--- src/rtl/gray_conv_arb.sv ---
// gray_conv_arb: two-requester round-robin arbiter in front of one shared
// binary-to-Gray converter, with a single-entry registered result stage.
//
// Parameters
//   WIDTH  - width of the binary operand and the Gray result
//   CNT_W  - width of the delivered-result counter
//
// Ports
//   clk          - clock, all state updates on the rising edge
//   rst_n        - synchronous active-low reset
//   reqN_valid   - requester N presents an operand (N = 0, 1)
//   reqN_data    - binary operand from requester N
//   reqN_ready   - requester N operand accepted this cycle
//   out_valid    - result register holds a result
//   out_data     - registered Gray code
//   out_src      - requester that owns out_data
//   out_ready    - consumer takes the result this cycle
//   conv_count   - number of results delivered (wraps)
module gray_conv_arb #(
    parameter int unsigned WIDTH = 4,
    parameter int unsigned CNT_W = 8
) (
    input  logic             clk,
    input  logic             rst_n,
    input  logic             req0_valid,
    input  logic [WIDTH-1:0] req0_data,
    output logic             req0_ready,
    input  logic             req1_valid,
    input  logic [WIDTH-1:0] req1_data,
    output logic             req1_ready,
    output logic             out_valid,
    output logic [WIDTH-1:0] out_data,
    output logic             out_src,
    input  logic             out_ready,
    output logic [CNT_W-1:0] conv_count
);

    localparam logic [0:0] EMPTY = 1'b0;
    localparam logic [0:0] FULL  = 1'b1;

    logic [0:0]       state_q, state_d;
    logic             last_grant_q, last_grant_d;
    logic [WIDTH-1:0] out_data_q, out_data_d;
    logic             out_src_q, out_src_d;
    logic [CNT_W-1:0] conv_count_q, conv_count_d;

    logic             grant_sel;
    logic             can_accept;
    logic             xfer;
    logic             handshake;
    logic [WIDTH-1:0] conv_bin;
    logic [WIDTH-1:0] conv_gray;

    assign out_valid  = (state_q == FULL);
    assign out_data   = out_data_q;
    assign out_src    = out_src_q;
    assign conv_count = conv_count_q;

    // The slot can take a new operand when empty, or when the current result
    // leaves this very cycle (full throughput).
    assign can_accept = (state_q == EMPTY) | (out_ready & out_valid);
    assign handshake  = out_valid & out_ready;

    // On a tie the requester that did not win last time gets the slot.
    always_comb begin
        grant_sel = 1'b0;
        if (req0_valid && req1_valid) begin
            grant_sel = ~last_grant_q;
        end else begin
            grant_sel = req1_valid;
        end
    end

    // Readies are forced low while reset is asserted.
    assign req0_ready = rst_n & can_accept & req0_valid & ~grant_sel;
    assign req1_ready = rst_n & can_accept & req1_valid & grant_sel;
    assign xfer       = req0_ready | req1_ready;

    // Single converter shared by both requesters.
    assign conv_bin = grant_sel ? req1_data : req0_data;

    always_comb begin
        conv_gray = '0;
        conv_gray[WIDTH-1] = conv_bin[WIDTH-1];
        for (int i = 0; i < int'(WIDTH) - 1; i++) begin
            conv_gray[i] = conv_bin[i+1] ^ conv_bin[i];
        end
    end

    always_comb begin
        state_d      = state_q;
        last_grant_d = last_grant_q;
        out_data_d   = out_data_q;
        out_src_d    = out_src_q;
        conv_count_d = conv_count_q + {{(CNT_W-1){1'b0}}, handshake};

        case (state_q)
            EMPTY: begin
                if (xfer) begin
                    state_d = FULL;
                end
            end
            FULL: begin
                if (xfer) begin
                    state_d = FULL;
                end else if (out_ready) begin
                    state_d = EMPTY;
                end
            end
            default: state_d = EMPTY;
        endcase

        if (xfer) begin
            out_data_d   = conv_gray;
            out_src_d    = grant_sel;
            last_grant_d = grant_sel;
        end
    end

    always_ff @(posedge clk) begin
        if (!rst_n) begin
            state_q      <= EMPTY;
            last_grant_q <= 1'b1;
            out_data_q   <= '0;
            out_src_q    <= 1'b0;
            conv_count_q <= '0;
        end else begin
            state_q      <= state_d;
            last_grant_q <= last_grant_d;
            out_data_q   <= out_data_d;
            out_src_q    <= out_src_d;
            conv_count_q <= conv_count_d;
        end
    end

endmodule

--- config.mk ---
export PLATFORM = sky130hd
export DESIGN_NAME = gray_conv_arb
export DESIGN_NICKNAME = d
export VERILOG_FILES = /design/src/rtl/gray_conv_arb.sv
export SDC_FILE = /design/constraint.sdc
export NUM_CORES = 1
export LEC_CHECK = 0
export BUFFER_PORTS_ARGS = -buffer_cell sky130_fd_sc_hd__buf_4
export CAP_MARGIN = 20
export CORE_AREA = 4 4 47 49
export CTS_CLUSTER_DIAMETER = 100
export DETAILED_ROUTE_END_ITERATION = 8
export DIE_AREA = 0 0 51 53
export PLACE_DENSITY = 0.69
export SLEW_MARGIN = 25
export SYNTH_ARGS = -nofsm -noshare
export SYNTH_HDL_FRONTEND = slang
export SYNTH_SLANG_ARGS = --single-unit
--- constraint.sdc ---
create_clock -name clk -period 1.6 [get_ports clk]
set_clock_uncertainty 0.15 [all_clocks]
set_input_delay 0.32 -clock clk [delete_from_list [all_inputs] [get_ports clk]]
set_output_delay 0.32 -clock clk [all_outputs]
set_load 0.03 [all_outputs]
# Word-level counts from Yosys, hierarchy flattened

Index checks and enable logic that the tools add are counted.
W data, S select, Z words.

Register bits: 15
Bits of input ports: 13
Output and inout port bits: 16
Logic and storage cells: 27

Add/sub/neg operators: 1
Multiplexer cells: 6
Bitwise operators: 14
Reduce and logical (&&, ||, !) cells: 1

Operator list:

| kind                | number |
|---|---|
| $add A8 B1 Y8       | 1 |
| $and A1 B1 Y1       | 6 |
| $mux W1             | 4 |
| $mux W4             | 1 |
| $not A1 Y1          | 3 |
| $xor A1 B1 Y1       | 3 |
| $or A1 B1 Y1        | 2 |
| $pmux W1 S2         | 1 |
| $logic_and A1 B1 Y1 | 1 |

# Logic depth before layout (Yosys ltp)

Depth after elaboration: 8
Depth in mapped cells: 6

# Worst setup path after synthesis

Ideal clock, no wire load.

Path kind: reg2reg
Start point: register state_q, in the netlist out_valid
End point: register conv_count_q[6], in the netlist conv_count[6]
Setup time: 0.070 ns
Data arrival time: 1.523 ns
Required time: 1.380 ns
Slack: -0.142 ns
Stages on the path, launching flop included: 7
Clock period less this slack: 1.742 ns
Cell sequence: dfxtp_1 > and2_1 > ha_1 > ha_1 > nand2_1 > or3_1 > a21oi_1

Cells in the longest elaborated chain, start to end: 2

Ends and longest elaborated chain:

| what                     | RTL line | RTL |
|---|---|---|
| start: declaration       | 41       | `logic [0:0] state_q, state_d;` |
| start signal: assignment | 128      | `state_q <= state_d;` |
| $and A1 B1 Y1            | 62       | `assign handshake = out_valid & out_ready;` |
| $add A8 B1 Y8            | 95       | `conv_count_d = conv_count_q + {{(CNT_W-1){1'b0}}, handshake};` |
| end signal: assignment   | 132      | `conv_count_q <= conv_count_d;` |
| end: declaration         | 45       | `logic [CNT_W-1:0] conv_count_q, conv_count_d;` |

Every way passes these cells.
A chain may end at the register's enable or synchronous reset.

# Final worst setup path

Start point: register last_grant_q
End point: output port req0_ready

Cells in the longest elaborated chain, start to end: 4

Ends and longest elaborated chain:

| what                     | RTL line | RTL |
|---|---|---|
| start: declaration       | 42       | `logic last_grant_q, last_grant_d;` |
| start signal: assignment | 129      | `last_grant_q <= last_grant_d;` |
| $not A1 Y1               | 68       | `grant_sel = ~last_grant_q;` |
| $mux W1                  | 67       | `if (req0_valid && req1_valid) begin` |
| $not A1 Y1               | 75       | `assign req0_ready = rst_n & can_accept & req0_valid & ~grant_sel;` |
| $and A1 B1 Y1            | 75       |  |
| end: declaration         | 27       | `output logic req0_ready,` |

Every way passes these cells.

==> summary.md <==
| Metric | Value |
|---|---|
| DRT Pass-1 Iters | `2` |
| Global route total overflow | `0` |
| Syn_nets | `92` |
| Placed Instances | `between 100 and 150` |
| Number of global-route vias before repair | `614` |
| Startpoint Class | `flop` |
| Commonest cells after routing, fill and taps aside | `30 x buf_4, 12 x dfxtp_1, 8 x xor2_1` |
| Rows | `16` |
| Worst hold slack | `0.133 ns` |
| Clock Latency Late Sink | `between 0.2 and 0.3 ns` |
| Synth cell types | `28` |
| Commonest non-fill, non-tap cell in the layout | `buf_4` |
| Clock root buffer | `clkbuf_4` |
| Filler instances | `approximately 180` |
| #FFs+latches synth | `15` |
| Clock slew at reported path FFs | `0.09 ns` |
| Worst-path cell chain | `a21bo_1 > and4_1 > buf_6` |
| Leakage | `approximately 0.48 nW` |
| Critical path required time | `roughly 1.1 ns` |
| Gp weighted congestion | `approximately 0.73` |
| Die Wd | `~50 um` |
| Crit path kind | `flop to primary output` |
| Slowest CP cell | `dfxtp_2` |
| WL/cell | `approximately 12 um` |
| Htree depth | `1` |
| Via density | `about 4.9` |
| Design Area, Final | `0.00105 mm2` |
| DR iter-0 viols | `4` |
| CTS tree | `yes` |
| # IOs | `29` |
| Die ar. | `~0.0027 mm2` |
| Crit path max-delay family | `flip-flops` |
| CP arrival | `roughly 1.1 ns` |
| Cells after synthesis | `77` |
| Placeable Area | `between 0.0015 and 0.002 mm2` |
| CP Max Fanout | `3` |
| Die Height | `roughly 53 um` |
| Starting Density | `38.8%` |
| Post-Syn Area | `just over 700 um2` |
| Worst vdd ir | `~0.00063 V` |
| Final min period | `between 1.5 and 2 ns` |
| Final Slew Violations | `0` |
| Syn avg cell area | `roughly 9.4 um2` |
| DP Wirelength | `between 1 and 1.5 mm` |
| Vias | `660` |
| Largest net degree at the start of global routing | `13` |
| N_diodes | `0` |
| Clock Sinks | `15` |
| Nets | `around 130` |
| Longest Clk Path Bufs | `2` |
| Fmax | `between 0.6 and 0.7 GHz` |
| Gr usage total | `between 10% and 20%` |
| Worst Path Buf+Inv | `1` |
| Status | `complete, no violations` |
| Post-Route WL | `1.57 mm` |
| Slew HR | `approximately 80%` |
| Setup ws final | `about 0.027 ns` |
| Area growth, synth to finish | `44.6%` |
| First-pass GRT wire length | `~2.7 mm` |
| Pre-CTS setup slack | `-0.0624 ns` |
| Final setup TNS | `0 ns` |
| Worst-margin pin slew | `about 0.26 ns` |
| Share of cells above drive strength 1 | `between 40% and 50%` |
| P per Cell Area | `776 mW/mm2` |
| Final Hold Vio Count | `0` |
| Final ANT Viol Nets | `0` |
| Placed standard-cell area | `975 um2` |
| YS warnings | `0` |
| CTS buffer count | `3` |
| Max-cap violation count | `0` |
| Final setup violation count | `0` |
| Post-synthesis sequential area ratio | `between 40 and 50%` |
| Count of input and output buffers | `28` |
| DRC violations left | `0` |
| Hold WC Path Type | `input pin to flop` |
| CTS Hold Buffers Added | `0` |
| Final worst path period share | `98.3%` |
| Critical Path Sink Type | `primary output` |
| Non-Filler Instances | `around 140` |
| RSZ-0062 raised after global routing | `true` |
| Antenna violations before repair | `0` |
| Crit-path max cell delay | `approximately 0.34 ns` |
## report_power, final
group          internal [mW]  total, mW  switching [mW]
registers              0.394      0.407          0.0132
clock network         0.0929      0.222           0.129
logic                 0.0861      0.182          0.0962
## layout make-up
type | count | area [um2] | share of cell area (%)
Sequential cell | 15 | 307 | 29.3
Multi-Input combinational cell | 58 | 438 | 41.9
Timing Repair Buffer | 31 | 236 | 22.6
Clock buffer | 3 | 22.5 | 2.15
Clock inverter | 1 | 5.00 | 0.478
Inverter | 1 | 3.75 | 0.359
Tap cell | 27 | 33.8 | 3.23
## cell usage after synthesis
| cell type | n | area (um2) |
|---|---|---|
| dfxtp_1 | 15 | 300 |
| xor2_1 | 8 | 70.1 |
| mux2i_1 | 7 | 70.1 |
| nand2_1 | 6 | 22.5 |
| a21oi_1 | 5 | 25.0 |
| nor2_1 | 4 | 15.0 |
| o21ai_0 | 4 | 20.0 |
| and2_1 | 3 | 18.8 |
| nand3_1 | 3 | 15.0 |
| or3_1 | 3 | 18.8 |
| ha_1 | 2 | 25.0 |
| a21bo_1 | 1 | 10.0 |
| a21boi_0 | 1 | 7.51 |
| a311oi_1 | 1 | 8.76 |
| a31oi_1 | 1 | 6.26 |
| and3_1 | 1 | 6.26 |
| and4_1 | 1 | 8.76 |
| buf_2 | 1 | 5.00 |
| buf_6 | 1 | 11.3 |
| clkbuf_1 | 1 | 3.75 |
| inv_1 | 1 | 3.75 |
| nand2b_1 | 1 | 6.26 |
| nand3_2 | 1 | 10.0 |
| nand4_1 | 1 | 6.26 |
| nor2b_1 | 1 | 6.26 |
| o21a_1 | 1 | 7.51 |
| or2_2 | 1 | 6.26 |
| xnor2_1 | 1 | 8.76 |
## metal layers
layer / vias to the layer above / global-route usage [%] / share of wire (%)
met3: 2 / 6.20 / 9.1
met1: 299 / 13.8 / 38
met2: 25 / 24.0 / 52
met5: - / 0 / 0
met4: 0 / 4.04 / 0.51
li1: 334 / - / -
## worst register-to-register path, delay by kind of cell (launching register included)
kind / cells / cell delay, ns
simple gates: 3 / 0.54
compound gates: 1 / 0.15
fa+ha+maj: 2 / 0.27
flops: 1 / 0.37
## path summary, 6_finish.rpt
path / start / endpoint / slack, ns / cells past startpoint
setup / recovery: last_grant_q / req0_ready / 0.03 / 3
hold / removal: rst_n / last_grant_q / 0.13 / 2
setup reg to reg: out_valid / conv_count[6] / 0.06 / 6
hold reg to reg: out_data[1] / out_data[1] / 0.33 / 2
## kinds of logic (layout without fill, tap and decap cells)
kind of cell               Yosys count  after routing  synth area share (%)
AOI/OAI and AO/OA                   14             14                  11.8
xor gates and xnor gates             9              9                  10.9
adders and majority gates            2              2                  3.46
buffers and inverters                4             36                  3.29
DFF                                 15             15                  41.5
muxes                                7              7                  9.69
and+or+nand+nor                     26             26                  19.4
## timing repair
action | in CTS | in global routing
endpoints found under the setup margin | 3 | 4
cloned | 0 | 0
pin swaps | 1 | 0
gates resized for setup | 7 | 2
setup buffers | 0 | 0
## sequential cells by signal, summed over array words and instances (netlist names)
| signal | cells |
|---|---|
| out_data | 4 |
| out_src | 1 |
| out_valid | 1 |
| conv_count | 8 |
| last_grant_q | 1 |
## metrics by stage
stage / util [%] / total power, mW
global route: 56.2 / 0.863
global placement: 52.4 / 0.589
CTS: 55.5 / 0.824
detailed placement: 52.4 / 0.592
finish: 56.2 / 0.811
floorplan: - / 0.519
Power figures use the tool's default switching activity.
